==> config.mk <==
export PLATFORM = sky130hd
export DESIGN_NAME = sched_seq
export DESIGN_NICKNAME = d
export VERILOG_FILES = /design/src/rtl/sched_pkg.sv /design/src/rtl/sched_cfg_regs.sv /design/src/rtl/sched_seq.sv
export SDC_FILE = /design/constraint.sdc
export NUM_CORES = 1
export LEC_CHECK = 0
export ABC_AREA = 1
export ABC_CLOCK_PERIOD_IN_PS = 6100
export CORE_MARGIN = 4
export CORE_UTILIZATION = 27
export DETAILED_ROUTE_END_ITERATION = 7
export GPL_ROUTABILITY_DRIVEN = 0
export SYNTH_ARGS = -nofsm -noshare
export SYNTH_HDL_FRONTEND = slang
export SYNTH_SLANG_ARGS = --single-unit
==> constraint.sdc <==
create_clock -name clk -period 6.1 [get_ports clk]
set_input_delay 1.22 -clock clk [delete_from_list [all_inputs] [get_ports clk]]
set_output_delay 1.22 -clock clk [all_outputs]
set_load 0.03 [all_outputs]
==> src/rtl/sched_pkg.sv <==
// Shared types and config address map helpers for the phase sequencer.
package sched_pkg;

  typedef enum logic {
    IDLE = 1'b0,
    RUN  = 1'b1
  } state_t;

  // Pulse channel registers start the config address map.
  localparam int unsigned PULSE_BASE = 0;

  // Window lo/hi pairs follow the pulse registers.
  function automatic int unsigned win_base(input int unsigned num_pulse);
    return PULSE_BASE + num_pulse;
  endfunction

  // Period register sits right after the last window pair.
  function automatic int unsigned limit_addr(input int unsigned num_pulse,
                                             input int unsigned num_win);
    return win_base(num_pulse) + 2 * num_win;
  endfunction

endpackage

==> src/rtl/sched_cfg_regs.sv <==
// Shadow/active configuration banks. Writes only touch the shadow bank;
// commit copies shadow (including a same-cycle write) into the active bank.
module sched_cfg_regs
  import sched_pkg::*;
#(
  parameter int unsigned CNT_W     = 8,
  parameter int unsigned MAX       = 229,
  parameter int unsigned NUM_PULSE = 4,
  parameter int unsigned NUM_WIN   = 2,
  parameter int unsigned AW        = 4
) (
  input  logic                                clk,
  input  logic                                rst_n,
  input  logic                                cfg_we,
  input  logic [AW-1:0]                       cfg_addr,
  input  logic [CNT_W-1:0]                    cfg_data,
  input  logic                                commit,
  output logic [NUM_PULSE-1:0][CNT_W-1:0]     pulse_at,
  output logic [NUM_WIN-1:0][CNT_W-1:0]       win_lo,
  output logic [NUM_WIN-1:0][CNT_W-1:0]       win_hi,
  output logic [CNT_W-1:0]                    limit
);

  localparam int unsigned WIN_BASE   = win_base(NUM_PULSE);
  localparam int unsigned LIMIT_ADDR = limit_addr(NUM_PULSE, NUM_WIN);

  logic [NUM_PULSE-1:0][CNT_W-1:0] sh_pulse,  sh_pulse_nxt;
  logic [NUM_WIN-1:0][CNT_W-1:0]   sh_lo,     sh_lo_nxt;
  logic [NUM_WIN-1:0][CNT_W-1:0]   sh_hi,     sh_hi_nxt;
  logic [CNT_W-1:0]                sh_limit,  sh_limit_nxt;

  // Shadow bank with the current write applied; committing this value
  // is what forwards a write landing in the commit cycle.
  always_comb begin
    sh_pulse_nxt = sh_pulse;
    sh_lo_nxt    = sh_lo;
    sh_hi_nxt    = sh_hi;
    sh_limit_nxt = sh_limit;
    if (cfg_we) begin
      for (int unsigned i = 0; i < NUM_PULSE; i++) begin
        if (cfg_addr == AW'(PULSE_BASE + i)) sh_pulse_nxt[i] = cfg_data;
      end
      for (int unsigned j = 0; j < NUM_WIN; j++) begin
        if (cfg_addr == AW'(WIN_BASE + 2 * j))     sh_lo_nxt[j] = cfg_data;
        if (cfg_addr == AW'(WIN_BASE + 2 * j + 1)) sh_hi_nxt[j] = cfg_data;
      end
      if (cfg_addr == AW'(LIMIT_ADDR)) begin
        sh_limit_nxt = (cfg_data < CNT_W'(2)) ? CNT_W'(2) : cfg_data;
      end
    end
  end

  // Shadow always tracks writes; active bank updates only on commit.
  always_ff @(posedge clk or negedge rst_n) begin
    if (!rst_n) begin
      sh_pulse <= '1;
      sh_lo    <= '0;
      sh_hi    <= '0;
      sh_limit <= CNT_W'(MAX);
      pulse_at <= '1;
      win_lo   <= '0;
      win_hi   <= '0;
      limit    <= CNT_W'(MAX);
    end else begin
      sh_pulse <= sh_pulse_nxt;
      sh_lo    <= sh_lo_nxt;
      sh_hi    <= sh_hi_nxt;
      sh_limit <= sh_limit_nxt;
      if (commit) begin
        pulse_at <= sh_pulse_nxt;
        win_lo   <= sh_lo_nxt;
        win_hi   <= sh_hi_nxt;
        limit    <= sh_limit_nxt;
      end
    end
  end

endmodule

==> src/rtl/sched_seq.sv <==
// Programmable phase sequencer: period counter, one-cycle event pulses and
// mode windows, with one-shot runs and boundary-committed reconfiguration.
module sched_seq
  import sched_pkg::*;
#(
  parameter int unsigned CNT_W     = 8,
  parameter int unsigned MAX       = 229,
  parameter int unsigned NUM_PULSE = 4,
  parameter int unsigned NUM_WIN   = 2,
  parameter int unsigned AW        = 4
) (
  input  logic                 clk,
  input  logic                 rst_n,
  input  logic                 sync_clr,
  input  logic                 en,
  input  logic                 start,
  input  logic                 oneshot,
  input  logic                 cfg_we,
  input  logic [AW-1:0]        cfg_addr,
  input  logic [CNT_W-1:0]     cfg_data,
  output logic [CNT_W-1:0]     count,
  output logic                 busy,
  output logic                 wrap,
  output logic [NUM_PULSE-1:0] pulse,
  output logic [NUM_WIN-1:0]   win
);

  state_t                          state, state_nxt;
  logic                            os_q, os_nxt;
  logic [CNT_W-1:0]                count_nxt;
  logic                            wrap_nxt;
  logic [NUM_PULSE-1:0]            pulse_nxt;
  logic                            wrap_evt;
  logic                            commit;
  logic [CNT_W-1:0]                limit_m1;
  logic [NUM_PULSE-1:0][CNT_W-1:0] pulse_at;
  logic [NUM_WIN-1:0][CNT_W-1:0]   win_lo;
  logic [NUM_WIN-1:0][CNT_W-1:0]   win_hi;
  logic [CNT_W-1:0]                limit;

  assign limit_m1 = limit - CNT_W'(1);
  assign wrap_evt = (state == RUN) && en && (count == limit_m1);
  // Count is 0 whenever a commit happens, so a shrinking limit never overshoots.
  assign commit   = (state == IDLE) || wrap_evt || sync_clr;

  sched_cfg_regs #(
    .CNT_W     (CNT_W),
    .MAX       (MAX),
    .NUM_PULSE (NUM_PULSE),
    .NUM_WIN   (NUM_WIN),
    .AW        (AW)
  ) u_cfg (
    .clk      (clk),
    .rst_n    (rst_n),
    .cfg_we   (cfg_we),
    .cfg_addr (cfg_addr),
    .cfg_data (cfg_data),
    .commit   (commit),
    .pulse_at (pulse_at),
    .win_lo   (win_lo),
    .win_hi   (win_hi),
    .limit    (limit)
  );

  // Next-state, counter and pulse decode; sync_clr overrides everything.
  always_comb begin
    state_nxt = state;
    count_nxt = count;
    os_nxt    = os_q;
    wrap_nxt  = 1'b0;
    pulse_nxt = '0;
    if (sync_clr) begin
      state_nxt = IDLE;
      count_nxt = '0;
    end else begin
      case (state)
        IDLE: begin
          if (start || (!oneshot && en)) begin
            state_nxt = RUN;
            os_nxt    = oneshot;
          end
        end
        RUN: begin
          if (en) begin
            for (int unsigned i = 0; i < NUM_PULSE; i++) begin
              pulse_nxt[i] = (count == pulse_at[i]);
            end
            if (count == limit_m1) begin
              count_nxt = '0;
              wrap_nxt  = 1'b1;
              if (os_q) state_nxt = IDLE;
            end else begin
              count_nxt = count + CNT_W'(1);
            end
          end
        end
        default: state_nxt = IDLE;
      endcase
    end
  end

  // State, counter and registered output flops.
  always_ff @(posedge clk or negedge rst_n) begin
    if (!rst_n) begin
      state <= IDLE;
      count <= '0;
      os_q  <= 1'b0;
      wrap  <= 1'b0;
      pulse <= '0;
      busy  <= 1'b0;
    end else begin
      state <= state_nxt;
      count <= count_nxt;
      os_q  <= os_nxt;
      wrap  <= wrap_nxt;
      pulse <= pulse_nxt;
      busy  <= (state_nxt == RUN);
    end
  end

  // Window decodes straight from the count register, no latency.
  always_comb begin
    win = '0;
    for (int unsigned j = 0; j < NUM_WIN; j++) begin
      win[j] = (state == RUN) && (count >= win_lo[j]) && (count < win_hi[j]);
    end
  end

endmodule

=== After elaboration in Yosys (flattened, before gate mapping) ===
Index checks and enable logic that the tools add are counted.

* Output and inout port bits: 16
* Logic and storage cells: 92
* Bits in registers: 159
* Input port bits: 19

* Equal/unequal tests: 13
* Multiplexer cells: 31
* $add $sub $neg: 2
* Bitwise operators: 2
* Reduce and logical (&&, ||, !) cells: 16
* Magnitude comparators: 5

{| class="wikitable"
|+ Operators by type and width
! kind !! number
|-
| two-way mux 8 bit || 15
|-
| == test 8 bit || 5
|-
| two-way mux 16 bit || 2
|-
| two-way mux 32 bit || 1
|-
| == test 4 x 3 -> 1 bit, second input constant || 4
|-
| greater-or-equal comparator 8 bit || 2
|-
| < comparator 8 bit || 2
|-
| two-way mux 4 bit || 3
|-
| two-way mux 1 bit || 9
|-
| adder 8 x 1 -> 8 bit, second input constant || 1
|-
| == test 4 x 2 -> 1 bit, second input constant || 2
|-
| < comparator 8 x 2 -> 1 bit, second input constant || 1
|-
| subtractor 8 x 1 -> 8 bit, second input constant || 1
|-
| logical AND 1 bit || 7
|-
| == test 4 x 1 -> 1 bit, second input constant || 1
|-
| == test 4 bit, second input constant || 1
|-
| zero test 4 bit || 1
|-
| nonzero test 2 bit || 2
|-
| logical OR 1 bit || 3
|-
| AND reduction 3 bit || 1
|-
| NOT 1 bit || 2
|-
| case mux 1 bit (2 select lines) || 1
|-
| AND reduction 2 bit || 1
|-
| zero test 1 bit || 1
|}

=== Longest topological paths before layout ===
Gate-level depths: netlist of run 1.

* Depth in word-level cells: 6
* Gate-level depth with buffers: 14
* Depth with buffers taken out: 13

=== Hierarchy ===
Synthesis of run 1 repeated with hierarchy kept, for this count alone.

* Cells, all modules: 891
* Area total of the unflattened synthesis: 7648.6 um^2

{| class="wikitable"
|+ By module, submodules not included
! module !! cells an instance !! area an instance (um^2) !! times used !! seq. area each (um^2)
|-
| sched_cfg_regs || 579 || 5527.8 || 1 || 3696.0
|-
| sched_seq || 312 || 2120.8 || 1 || 375.4
|}

=== Worst setup path after synthesis of run 1 ===
Ideal clock, no wire load.

* Path kind: register to output
* Start: register count[0]
* End: output port win[1]
* Path slack: 2.717 ns
* Data arrival time: 2.163 ns
* Stages on the path, launching flop included: 10
* Buffers on the path: 1
* Data required time: 4.880 ns
* Cell sequence: dfrtp_1 -> inv_1 -> clkbuf_1 -> ha_1 -> inv_1 -> a21oi_1 -> o21ai_0 -> nand2_1 -> o2111a_1 -> nor3_1

* Longest elaborated chain between the ends: 3
* Elaborated cells on any way between the ends: 4
* Those cells by class: 2 x order compare; 2 x reduce/logical

{| class="wikitable"
|+ Ends and longest elaborated chain
! element !! line !! source
|-
| start, declared || sched_seq.sv:21 || <nowiki>output logic [CNT_W-1:0] count,</nowiki>
|-
| start signal, assigned || sched_seq.sv:113 || <nowiki>count <= count_nxt;</nowiki>
|-
| greater-or-equal comparator 8 bit || sched_seq.sv:125 || <nowiki>win[j] = (state == RUN) && (count >= win_lo[j]) && (count < win_hi[j]);</nowiki>
|-
| logical AND 1 bit || sched_seq.sv:125 ||
|-
| logical AND 1 bit * || sched_seq.sv:125 ||
|-
| end, declared || sched_seq.sv:25 || <nowiki>output logic [NUM_WIN-1:0] win</nowiki>
|}

Mark *: on every way between the ends. The rest lies on a longest branch, timed or not.

=== Final worst setup path of run 1 ===
* Start: register count[3]
* End: output port win[0]

Same word-level chain as after synthesis.

==> impl_metrics.ini, run 1 <==
[clock_tree]
cts.sinks = 159
cts_max_path_buffers = 2
clock-root-buffer = clkbuf_16
cts_setup_buffers = 0
tritoncts = yes
insertion_delay_ns = 0.44
clk_pin_slew_worst_paths_ns = 0.08
htree_levels = 4
cts_buffers = 17
cts_resized = 0
cts_hold_buf = 0

[logic_synthesis]
netlist_instances = 865
synth_edf_count = 0
ys_warn_count = 0
yosys.area.top_type = dfrtp_1
syn_area_per_cell_um2 = 8.78
synth-main-ff-cell = dfrtp_1
ys_types = 34
synth_nets = 916
synth-seq-area-share = 0.536
netlist_top_cells_count = nand2_1, nand3_1, dfrtp_1
synth_most_common_cell = nand2_1
post-synth-top-area-fraction = 0.280
synth-async-reset-ratio = 1.00
ys_ff_latch = 159
synth.cell_area_um2 = 7590
synthTopCellsByArea = dfrtp_1, dfstp_2, nand2_1

[power_and_ir_drop]
power_mw = 3.19
powerDensity_nw_per_um2 = 358
p_leak_nw = 4.08
peakVddDrop_uv = 192

[setup_path]
r2r-start = u_cfg.limit[0]
crit_path_end_kind = primary output
start_kind = flip-flop
reg2reg_depth = 11
crit_fanout = 13
arrival_ns = 2.80
timing.rr.end = u_cfg.pulse_at[14]
crit_required_ns = 4.88
r2r_setup_slack_ns = 3.45
crit_type = reg2out

[global_routing]
antenna_found_initial = 0
gr-usage-all-layers = 0.138
grt_pass1_vias = 5821
grt_overflow = 0
grt_pass1_wl_um = 33400
grt_start_max_net_pins = 73

[drt]
drc = 0
num_vias = 5980
wl_per_cell_um = 16.1
dr.pass1.iters = 5
drtIter0Drc = 614
via_per_inst = 4.68
wirelength_um = 20600
ant_nets = 0

[run_status]
outcome = complete, no violations

[die]
coreArea_um2 = 27800
std_cell_rows = 61
ios = 35
die_w_um = 176
dieArea_um2 = 30900
die_y_um = 176
start_util = 0.273

[place]
dpl.hpwl_um = 13000
port_buffers = 34

[run]
maxCapViolations = 0

[sta]
fin_crit_sh = 0.659
slew_headroom = 0.225
tns_ns = 0
fmax_mhz = 249
finalClockSkew_ns = 0.0156
period_minus_slack_ns = 4.02
tightest_slew_ns = 1.16
rsz0062_at_grt = no
hold_violations = 0
maxSlewViolCount = 0
setup_viol = 0

[min_path]
hp-start = os_q
hold_end = state
hold_path_class = reg2reg
min_path_cells = 1

[final_layout]
area.growth.synth_to_final_pct = 17.2
antenna_cells = 0
drive_above_1_share = 0.139
nets = 937
stage by stage:
step | instance area, µm² | util | setup WS [ns] | cells | hold WS [ns]
6_report | 8900 | 0.320 | 2.08 | 1277 | 0.472
5_1_grt | 8900 | 0.320 | 1.95 | 1277 | 0.482
4_1_cts | 8900 | 0.320 | 2.07 | 1277 | 0.471
3_5_place_dp | 8270 | 0.298 | 2.53 | 1245 | 0.441
3_3_place_gp | 8270 | 0.298 | 2.56 | 1245 | 0.438
2_1_floorplan | 7590 | - | 2.72 | 865 | 0.421
where the power goes:
group	switching [mW]	internal (mW)	total, mW
Combinational	0.376	0.226	0.602
Clock	0.545	0.567	1.11
Sequential	0.128	1.34	1.47
state kept, by name, indices dropped and copies added (netlist names):
register and cells:
count 8, os_q 1, pulse 4, state 1, u_cfg.limit 8, u_cfg.pulse_at 32, u_cfg.sh_hi 16, u_cfg.sh_limit 8
u_cfg.sh_lo 16, u_cfg.sh_pulse 32, u_cfg.win_hi 16, u_cfg.win_lo 16, wrap 1
cell families (layout without fill, tap and decap cells):
| kind of cell | after synthesis | after routing | synth area share |
|---|---|---|---|
| fa+ha+maj | 32 | 32 | 0.0527 |
| flops | 159 | 159 | 0.536 |
| xor+xnor | 20 | 20 | 0.0231 |
| buf+inv | 104 | 138 | 0.0567 |
| compound gates | 133 | 133 | 0.0981 |
| simple gates | 417 | 417 | 0.233 |
metal layers:
layer	vias up	wire, µm	track usage
li1	2896	-	-
met3	30	713	0.0192
met5	-	0	0
met4	0	433	0.0465
met2	145	9570	0.216
met1	2909	9900	0.198
final cells by class:
type / count / area (µm²)
Clock buffer: 17 / 425
Tap cell: 378 / 473
Fill cell: 2943 / 18900
Multi-Input combinational cell: 602 / 3100
Inverter: 68 / 255
Clock inverter: 15 / 206
Sequential cell: 159 / 4070
Timing Repair Buffer: 38 / 372
worst max path at each step:
stage | cells past startpoint | slack (ns) | startpoint | end
after floorplan | 9 | 2.72 | count[0] | win[1]
after CTS | 9 | 2.07 | count[0] | win[1]
after detailed placement | 7 | 2.53 | count[3] | win[0]
after global placement | 7 | 2.56 | count[3] | win[0]
final | 7 | 2.08 | count[3] | win[0]
after global routing | 9 | 1.95 | count[0] | win[1]
worst max-delay path: stages (launching register included):
cell             delay, ns
dfrtp_1               0.73
ha_1                  0.35
a21oi_1               0.13
o21ai_0               0.10
nand3_1               0.08
a21oi_1               0.07
nor3_1                0.20
clkdlybuf4s50_1       0.71
layout by cell type (no fill, tap or decap), types with 5 or more instances in the layout:
cell type / n
inv_1: 58
nor3_1: 7
nand3_1: 93
nand4_1: 5
clkinv_1: 6
dfstp_2: 74
ha_1: 32
nand2_1: 241
a221oi_1: 8
o22ai_1: 7
nor2_1: 59
a21oi_1: 53
o21ai_0: 50
clkbuf_16: 17
xor2_1: 12
xnor2_1: 8
dfrtp_1: 85
clkinv_8: 7
clkdlybuf4s50_1: 33
Note: power is estimated with default switching activity, not from simulation.
==> run 2, diff against run 1 <==
--- a/config.mk
+++ b/config.mk
@@ -6,7 +6,7 @@
 export NUM_CORES = 1
 export LEC_CHECK = 0
 export ABC_AREA = 1
-export ABC_CLOCK_PERIOD_IN_PS = 6100
+export ABC_CLOCK_PERIOD_IN_PS = 3300
 export CORE_MARGIN = 4
 export CORE_UTILIZATION = 27
 export DETAILED_ROUTE_END_ITERATION = 7
==> constraint.sdc (replaced) <==
create_clock -name clk -period 3.3 [get_ports clk]
set_input_delay 0.66 -clock clk [delete_from_list [all_inputs] [get_ports clk]]
set_output_delay 0.66 -clock clk [all_outputs]
set_load 0.03 [all_outputs]
==> run 2 against run 1 <==
Critical path depth did not move. Count of clock-buffer cells in the layout did not move. Sequential power rose by 84%. Total power rose by 85%. Worst setup slack got worse by 1.8 ns. Largest power group unchanged. Worst hold slack got worse by 0.25 ns. Critical path type unchanged. Largest cell class unchanged. Clock power rose by 85%. Routed wire length rose by 1.8%. Highest routed layer unchanged.
==> impl_metrics.ini, run 2 (synthesis gave the netlist of run 1 again) <==
[setup_path]
crit_path_cell_trace = ha_1 > a21oi_1 > o21ai_0 > nand3_1 > a21oi_1 > nor3_1 > dlygate4sd2_1
reg2reg_depth = 14
crit_type = reg2out
cp_slowest_cell = dfrtp_1
crit_required_ns = 2.64
r2r_setup_slack_ns = 0.84
r2r-start = u_cfg.limit[0]
arrival_ns = 2.37
cpMostUsedCell = a21oi_1
crit_fanout = 8
timing.rr.end = u_cfg.pulse_at[24]
start_kind = flip-flop
crit_family = flip-flops
crit_path_end_kind = primary output
worst-path-buf-inv = 1
critical-path-max-stage-delay_ns = 0.59

[clock_tree]
cts_max_path_buffers = 2
cts.sinks = 159
clk_pin_slew_worst_paths_ns = 0.07
htree_levels = 4
cts_setup_buffers = 0
cts_buffers = 17
clock-root-buffer = clkbuf_16
insertion_delay_ns = 0.44
tritoncts = yes

[run_status]
outcome = complete, no violations

[final_layout]
stdcell_area_um2 = 9110
nets = 960
antenna_cells = 0
largestRegisters = u_cfg.pulse_at x32, u_cfg.sh_pulse x32
final_common_cell = nand2_1
area.growth.synth_to_final_pct = 20.1
fin_util = 0.328
nFillCells = 2906
layout_common_cells = nand2_1, nand3_1, dfrtp_1
drive_above_1_share = 0.161
final_cells = 1300

[sta]
tightest_slew_ns = 0.637
period_minus_slack_ns = 3.03
fmax_mhz = 330
hold_violations = 0
slew_headroom = 0.576
setup_viol = 0
maxSlewViolCount = 0
finalClockSkew_ns = 0.0157
fin_crit_sh = 0.919
rsz0062_at_grt = no
tns_ns = 0

[global_routing]
antenna_found_initial = 2
grt_pass1_wl_um = 33400
grt_start_max_net_pins = 73
grt_overflow = 0
grt_pass1_vias = 5859
gr-usage-all-layers = 0.139

[power_and_ir_drop]
p_leak_nw = 4.24
peakVddDrop_uv = 430
powerDensity_nw_per_um2 = 648
power_mw = 5.91

[run]
maxCapViolations = 0

[drt]
wirelength_um = 21000
dr.pass1.iters = 5
ant_nets = 0
via_per_inst = 4.67
drc = 0
wl_per_cell_um = 16.1
drtIter0Drc = 480
num_vias = 6070

[place]
dp.cells = 1268
dpl.hpwl_um = 13900
placed_area_um2 = 8480
port_buffers = 34

[die]
std_cell_rows = 61
dieArea_um2 = 30900
coreArea_um2 = 27800
die_w_um = 176
ios = 35
die_y_um = 176
start_util = 0.273

[min_path]
hold_path_class = in2async
-- run 2: layout make-up --
type,instances,area (µm²),share of cell area
repair buffers,61,583,0.0640
inverters,68,255,0.0280
clock buffers,17,425,0.0467
flip-flops and latches,159,4070,0.447
well taps,378,473,0.0519
multi-input cells,602,3100,0.340
clock inverters,15,209,0.0229
-- run 2: how the worst max path moves through the flow --
stage                   from  endpoint  cells past startpoint
finish              count[1]    win[0]                      7
detailed placement  count[2]    win[0]                      7
floorplan           count[0]    win[1]                      9
CTS                 count[2]    win[1]                      7
global route        count[2]    win[0]                      7
global placement    count[1]    win[0]                      7
-- run 2: metal layers --
layer  global-route usage  part of all wire
met5                    0                 0
met4               0.0510             0.023
met3               0.0282             0.049
met2                0.211              0.45
met1                0.197              0.48
-- run 2: timing repair --
action                                  in CTS  in global routing
endpoints found under the setup margin       1                  1
hold buffers                                 0                  0
resized for setup                            1                  1
endpoints found under the hold margin        0                  0
-- run 2: per-stage QoR --
step           setup slack (ns)  hold slack [ns]
3_3_place_gp              0.457            0.445
6_report                  0.266            0.220
3_5_place_dp              0.430            0.446
4_1_cts                  0.0193            0.235
2_1_floorplan             0.477            0.364
5_1_grt                  0.0976            0.259
-- run 2: report_power, final --
part	total [mW]	internal [mW]	switching [mW]
clock network	2.05	1.04	1.00
logic	1.15	0.445	0.704
registers	2.71	2.48	0.227
total	5.91	3.97	1.93
==> run 3, diff against run 2 <==
--- a/config.mk
+++ b/config.mk
@@ -9,8 +9,10 @@
 export ABC_CLOCK_PERIOD_IN_PS = 3300
 export CORE_MARGIN = 4
 export CORE_UTILIZATION = 27
+export CTS_BUF_LIST = sky130_fd_sc_hd__clkbuf_8
 export DETAILED_ROUTE_END_ITERATION = 7
 export GPL_ROUTABILITY_DRIVEN = 0
+export SLEW_MARGIN = 30
 export SYNTH_ARGS = -nofsm -noshare
 export SYNTH_HDL_FRONTEND = slang
 export SYNTH_SLANG_ARGS = --single-unit
==> run 3 against run 2 <==
Worst setup slack got worse by 0.023 ns. Total power decreased by 8.6%. Maximum frequency decreased by 0.74%. Cell area decreased by 2.1%. Critical path depth unchanged. First-iteration DRC count decreased by 1.0%. Clock skew increased by 0.0092 ns. Clock power decreased by 25%. Combinational power about the same.
==> impl_metrics.ini, run 3 (synthesis gave the netlist of run 1 again) <==
[run_status]
outcome = complete, no violations

[final_layout]
final_common_cell = nand2_1
area.growth.synth_to_final_pct = 17.5
antenna_cells = 0
stdcell_area_um2 = 8920
layout_common_cells = nand2_1, nand3_1, dfrtp_1
nets = 960
drive_above_1_share = 0.161
nFillCells = 2933
largestRegisters = u_cfg.pulse_at x32, u_cfg.sh_pulse x32

[sta]
slew_headroom = 0.582
finalClockSkew_ns = 0.0249
tns_ns = 0
rsz0062_at_grt = no
maxSlewViolCount = 0
fmax_mhz = 327
tightest_slew_ns = 0.627
fin_crit_sh = 0.926
period_minus_slack_ns = 3.06
setup_viol = 0
hold_violations = 0

[drt]
dr.pass1.iters = 4
wirelength_um = 20800
ant_nets = 0
drtIter0Drc = 475
via_per_inst = 4.63
num_vias = 6022
drc = 0
wl_per_cell_um = 16.0

[power_and_ir_drop]
power_mw = 5.40
peakVddDrop_uv = 287
p_leak_nw = 4.14
powerDensity_nw_per_um2 = 605

[setup_path]
crit_required_ns = 2.64
r2r_setup_slack_ns = 0.82
reg2reg_depth = 14
timing.rr.end = u_cfg.pulse_at[3]
crit_fanout = 8
crit_path_end_kind = primary output
arrival_ns = 2.40
r2r-start = u_cfg.limit[0]
crit_type = reg2out
start_kind = flip-flop

[die]
ios = 35
die_y_um = 176
coreArea_um2 = 27800
die_w_um = 176
std_cell_rows = 61
start_util = 0.273
dieArea_um2 = 30900

[global_routing]
grt_start_max_net_pins = 73
antenna_found_initial = 2
grt_pass1_wl_um = 33100
gr-usage-all-layers = 0.138
grt_pass1_vias = 5835
grt_overflow = 0

[clock_tree]
htree_levels = 4
cts_max_path_buffers = 2
clk_pin_slew_worst_paths_ns = 0.10
cts_setup_buffers = 0
cts.sinks = 159
insertion_delay_ns = 0.49
tritoncts = yes
clock-root-buffer = clkbuf_8
cts_buffers = 17

[place]
placed_area_um2 = 8480
port_buffers = 34
dpl.hpwl_um = 13900

[run]
maxCapViolations = 0

[min_path]
hold_path_class = in2async
-- run 3: cell types whose count changed in the layout (fill, tap and decap cells not counted), sizes merged --
cell,before,now
dlymetal6s2s,1,0
dlygate4sd2,1,2
-- run 3: per-stage QoR --
stage	instances	util	hold WS, ns	worst slack (ns)
finish	1300	0.321	0.173	0.244
global route	1300	0.321	0.198	0.0353
CTS	1300	0.321	0.163	0.186
detailed placement	1268	0.305	0.446	0.430
global placement	1268	0.305	0.445	0.457
floorplan	865	-	0.364	0.477
-- run 3: routing by layer --
metal | global-route usage | vias up | wire length, µm
met1 | 0.198 | 2918 | 10100
met5 | 0 | - | 0
met3 | 0.0271 | 27 | 906
met4 | 0.0452 | 0 | 447
met2 | 0.209 | 140 | 9420
li1 | - | 2937 | -
-- run 3: repair_timing --
item                       CTS  global route
hold buffers                 0             0
gates resized for setup      2             0
setup endpoints to repair    2             0
-- run 3: worst max-delay path by stage --
stage	from	endpoint	slack, ns	cells past startpoint
floorplan	count[0]	win[1]	0.48	9
global placement	count[1]	win[0]	0.46	7
detailed placement	count[2]	win[0]	0.43	7
CTS	count[2]	win[0]	0.19	7
global route	count[2]	win[0]	0.04	7
finish	count[1]	win[0]	0.24	7
-- run 3: where the power goes --
part	total [mW]	internal (mW)	switching (mW)
Combinational	1.15	0.445	0.700
Clock	1.54	0.599	0.945
Sequential	2.71	2.48	0.228
Total	5.40	3.53	1.87
-- run 3: area by class of cell --
type,instances,area [µm²],share of cell area
clock buffers,17,234,0.0262
clock inverters,15,209,0.0234
inverters,68,255,0.0286
multi-input cells,602,3100,0.347
flip-flops and latches,159,4070,0.457
well taps,378,473,0.0530
repair buffers,61,579,0.0650
-- run 3: critical path, stage by stage, from the launching register on --
cell and delay [ns]:
dfrtp_1 0.59, ha_1 0.30, a21oi_1 0.14, o21ai_0 0.11
nand3_1 0.08, a21oi_1 0.06, nor3_1 0.22, dlygate4sd2_1 0.43
==> patch 1: new RTL, settings of run 2 <==
Remove the register `wrap`: a continuous assignment takes its place, so the output `wrap` follows one clock earlier.
--- a/src/rtl/sched_seq.sv
+++ b/src/rtl/sched_seq.sv
@@ -105,18 +105,18 @@
       state <= IDLE;
       count <= '0;
       os_q  <= 1'b0;
-      wrap  <= 1'b0;
       pulse <= '0;
       busy  <= 1'b0;
     end else begin
       state <= state_nxt;
       count <= count_nxt;
       os_q  <= os_nxt;
-      wrap  <= wrap_nxt;
       pulse <= pulse_nxt;
       busy  <= (state_nxt == RUN);
     end
   end
+
+  assign wrap = wrap_nxt;
 
   // Window decodes straight from the count register, no latency.
   always_comb begin
Function: changed (Yosys sat finds a counterexample within 4 cycles, from zero or initial values and one cycle with rst_n low).
==> patch 1 against run 2 <==
- setup slack lost 0.063 ns
- routed wire length decreased by 1.9%
- area after synthesis decreased by 0.33%
- largest power group unchanged
- total power decreased by 3.2%
- critical path type unchanged
- sequential cell count down 1
- cell area is 0.92% lower
- register-to-register slack got worse by 0.14 ns
- clock skew is 0.0048 ns lower
- final cell count is 0.15% higher
==> patch 1: results (changes against run 2) <==
Status
  • Status: finished clean (unchanged)

Setup path
  • CP Max Fanout: 9 (was 8)
  • Worst r2r path cells: 11 (was 14)
  • RR Endpoint: u_cfg.win_hi[4] (was u_cfg.pulse_at[24])
  • CP max stage delay: 0.57 ns (was 0.59 ns)
  • Critical Path AT: 2.44 ns (was 2.37 ns)
  • CP delay by family, top: flip-flops (unchanged)
  • Reg-to-reg setup timing slack: 0.70 ns (was 0.84 ns)
  • Worst setup path start: count[2] (was count[1])

Timing
  • Fmax: 323 MHz (was 330 MHz)
  • Worst hold slack: 0.201 ns (was 0.220 ns)
  • Final Skew: 0.0109 ns (was 0.0157 ns)
  • Worst rel slew slack: 43.7% (was 57.6%)

Place
  • DP Worst Slack: 0.193 ns (was 0.430 ns)
  • Placed cells: 1270 (was 1268)
  • Area after DPL: 8480 um2 (about the same)
  • Detail Placement HPWL: 13.4 mm (was 13.9 mm)

Drt
  • Post-DR vias/cell: 4.58 (was 4.67)
  • Wire per inst: 15.8 um (was 16.1 um)
  • WL met1: 9.76 mm (was 10.0 mm)
  • WL final: 20.6 mm (was 21.0 mm)
  • DR WL met2: 9.65 mm (was 9.45 mm)
  • Met3 WL: 763 um (was 1.02 mm)
  • Initial DRC count: 444 (was 480)

Synthesis
  • Syn Area/Cell: 8.76 um2 (was 8.78 um2)
  • Largest area contributor in the netlist: dfrtp_1 (unchanged)
  • Syn_nets: 915 (was 916)
  • Synth top cells by count: nand2_1 (241), nand3_1 (93), dfrtp_1 (84) (was nand2_1 (241), nand3_1 (93), dfrtp_1 (85))
  • Xor-xnor portion of the synthesized cell area: 2.32% (was 2.31%)
  • Area contributors post-synth: dfrtp_1 (28%), dfstp_2 (26%), nand2_1 (12%) (unchanged)
  • Post-synthesis compound-gate area fraction: 9.84% (was 9.81%)
  • Register area share after synthesis: 53.5% (was 53.6%)
  • Post-Synth Adder-Cell Area: 5.29% (was 5.27%)

Clock network
  • CTS clk-pin slew, worst paths: 0.06 ns
  • CTS H-tree lvls: 4 (unchanged)
  • Setup bufs post-CTS: 0 (unchanged)
  • Clk_lat worst skew: 0.43 ns
  • PostCTS Resize Cnt: 4 (was 1)

Finish
  • Final layout net count: 962 (was 960)
  • Layout cell share with drive strength beyond 1: 16.2% (was 16.1%)

Global routing
  • Vias in the first global route: 5971 (was 5859)
  • Met2 usage: 22.0% (was 21.1%)
  • Met1 usage: 19.1% (was 19.7%)
  • First-pass GRT wire length: 33.4 mm (about the same)
  • GRT Total Usage: 13.9% (about the same)
  • Met3 Use GR: 2.76% (was 2.82%)
  • Initial antenna violation count: 0 (was 2)

Pwr
  • P_leak: 0.00418 uW (was 0.00424 uW)
  • Max VDD drop: 0.364 mV (was 0.430 mV)
-- patch 1: cell count changes in the layout (fill, tap and decap cells not counted), moves of 2 or more --
cell,run 2,this run
clkinv_8,8,0
clkinvlp_4,0,3
dfrtp_1,85,83
inv_12,2,0
clkbuf_1,0,3
buf_4,24,27
clkinv_4,2,4
-- patch 1: final cells by class --
| class | count | area [um2] |
|---|---|---|
| Fill cell | 2866 | 18700 |
| Sequential cell | 158 | 4050 |
| Multi-Input combinational cell | 602 | 3100 |
| Timing Repair Buffer | 64 | 597 |
| Tap cell | 378 | 473 |
| Clock buffer | 21 | 450 |
| Inverter | 68 | 255 |
| Clock inverter | 11 | 110 |
-- patch 1: worst max-delay path by stage --
stage,to
3_5_place_dp,wrap
2_1_floorplan,wrap
3_3_place_gp,wrap
6_report,win[1]
5_1_grt,win[1]
4_1_cts,wrap
-- patch 1: power breakdown --
part	switching, uW	internal (uW)
Combinational	697	447
Sequential	214	2470
Clock	825	1070
Total	1740	3990
==> patch 2: new RTL, settings of run 2 <==
Made on the original files. `NUM_WIN` is set to 2 in 2 places; all go to 1.
--- a/src/rtl/sched_cfg_regs.sv
+++ b/src/rtl/sched_cfg_regs.sv
@@ -6,7 +6,7 @@
   parameter int unsigned CNT_W     = 8,
   parameter int unsigned MAX       = 229,
   parameter int unsigned NUM_PULSE = 4,
-  parameter int unsigned NUM_WIN   = 2,
+  parameter int unsigned NUM_WIN   = 1,
   parameter int unsigned AW        = 4
 ) (
   input  logic                                clk,
--- a/src/rtl/sched_seq.sv
+++ b/src/rtl/sched_seq.sv
@@ -6,7 +6,7 @@
   parameter int unsigned CNT_W     = 8,
   parameter int unsigned MAX       = 229,
   parameter int unsigned NUM_PULSE = 4,
-  parameter int unsigned NUM_WIN   = 2,
+  parameter int unsigned NUM_WIN   = 1,
   parameter int unsigned AW        = 4
 ) (
   input  logic                 clk,
Ports: changed (resized win); port bits go from 35 to 34. The function was not compared with the original's and may differ.
==> patch 2 against run 2 <==
- global-route usage shrank 0.20 points
- setup slack got worse by 0.054 ns
- sequential cell count decreased by 32
- total power down 14%
- worst hold slack worse by 0.030 ns
- via count is 20% lower
- final cell count shrank 20%
- cell area decreased by 19%
- routed wire length down 22%
- sequential share of layout area fell by 0.52 points
- largest cell class unchanged
- utilization rose by 0.82 points
- sequential power decreased by 20%
- area after synthesis down 20%
==> patch 2: results (changes against run 2) <==
Status
  • Status: finished clean (unchanged)

Setup path
  • CP max stage cell: clkdlybuf4s50_1 (was dfrtp_1)
  • Crit path to: win (was win[0])
  • Critical Path AT: 2.43 ns (was 2.37 ns)
  • CP delay by family, top: buffers and inverters (was flip-flops)
  • CP Max Fanout: 4 (was 8)
  • Reg-to-reg setup timing slack: 0.91 ns (was 0.84 ns)
  • CP max stage delay: 0.69 ns (was 0.59 ns)
  • RR Endpoint: u_cfg.win_lo[7] (was u_cfg.pulse_at[24])

Finish
  • Final layout net count: 777 (was 960)
  • Fillcell total: 2286 (was 2906)
  • Largest registers: u_cfg.pulse_at x32, u_cfg.sh_pulse x32 (unchanged)

Synthesis
  • Syn Area/Cell: 8.66 um2 (was 8.78 um2)
  • Register area share after synthesis: 53.7% (was 53.6%)
  • Syn_nets: 739 (was 916)
  • Synth cell types: 31 (was 34)
  • Main flop type after synthesis: dfstp_2 (was dfrtp_1)
  • Largest area contributor in the netlist: dfstp_2 (was dfrtp_1)
  • Synth top cells by count: nand2_1 (209), nand3_1 (79), dfstp_2 (74) (was nand2_1 (241), nand3_1 (93), dfrtp_1 (85))

Place
  • Buffers on Ports: 33 (was 34)
  • DP Worst Slack: 0.585 ns (was 0.430 ns)
  • Detail Placement HPWL: 11.0 mm (was 13.9 mm)
  • Placed cells: 1002 (was 1268)

Global routing
  • Initial antenna violation count: 0 (was 2)
  • Vias in the first global route: 4866 (was 5859)
  • First-pass GRT wire length: 26.3 mm (was 33.4 mm)
  • Largest net degree at the start of global routing: 73 (unchanged)
  • GRT Total Usage: 13.7% (was 13.9%)

Timing
  • Final Skew: 0.00529 ns (was 0.0157 ns)
  • Final Worst Setup Slack: 0.213 ns (was 0.266 ns)
  • Worst hold slack: 0.190 ns (was 0.220 ns)

Pwr
  • Max VDD drop: 0.285 mV (was 0.430 mV)
  • Clock Power Share: 41.8% (was 34.7%)
  • Switch Pwr: 1330 uW (was 1930 uW)
  • P_leak: 0.00338 uW (was 0.00424 uW)
  • Reg power frac: 42.6% (was 45.9%)

Clock network
  • CTS clk-pin slew, worst paths: 0.05 ns (was 0.07 ns)
  • PostCTS Resize Cnt: 0 (was 1)
  • Clk_lat worst skew: 0.42 ns (was 0.44 ns)

Drt
  • Wire per inst: 15.9 um (was 16.1 um)
  • Post-DR vias/cell: 4.69 (was 4.67)
  • Initial DRC count: 408 (was 480)
  • WL final: 16.4 mm (was 21.0 mm)
## patch 2: changes by cell type in the layout (fill, tap and decap cells not counted), sizes merged, moves of 4 or more
cell,delta
xnor2,+7
buf,-9
clkinv,-14
nor2,-15
nand3,-13
clkbuf,+5
nor3,-4
inv,-10
bufinv,+6
a21oi,-30
dfrtp,-32
nand2,-32
ha,-15
## patch 2: worst reg2reg max path, stage by stage, from the launching register on
cell,delay (ns)
dfstp_2,0.59
inv_2,0.08
ha_1,0.26
inv_1,0.09
nand2_1,0.05
nand3_1,0.07
nand2_1,0.05
inv_1,0.05
nand3_1,0.06
nor2_1,0.16
nand3_2,0.10
nand2_1,0.08
buf_4,0.39
nand2_1,0.19
nand2_1,0.09
## patch 2: cell families after synthesis
family | Yosys count | share of synthesized area [%]
xor gates and xnor gates | 25 | 3.59
and+or+nand+nor | 349 | 23.9
buffers and inverters | 89 | 6.64
AOI/OAI and AO/OA | 96 | 8.67
adders and majority gates | 17 | 3.49
DFF | 127 | 53.7
## patch 2: layout make-up
cell class                      instances  area (um2)  area share, %
Sequential cell                       127        3270           44.2
Multi-Input combinational cell        487        2420           32.7
Timing Repair Buffer                   51         475           6.42
Clock buffer                           22         464           6.27
Tap cell                              280         350           4.73
Inverter                               57         214           2.89
Clock inverter                         10         209           2.82
## patch 2: per-stage QoR
step	instance area, um2	power, uW
final	7410	5100
after global routing	7410	5360
after CTS	7410	5140
after detailed placement	6730	2990
after global placement	6730	2960
after floorplan	6090	2720
## patch 2: metal layers
layer	vias up	routed length [um]	GRT usage, %
li1	2362	-	-
met5	-	0	0
met2	94	7570	22.2
met1	2363	7910	18.2
met4	0	305	4.18
met3	29	621	3.36
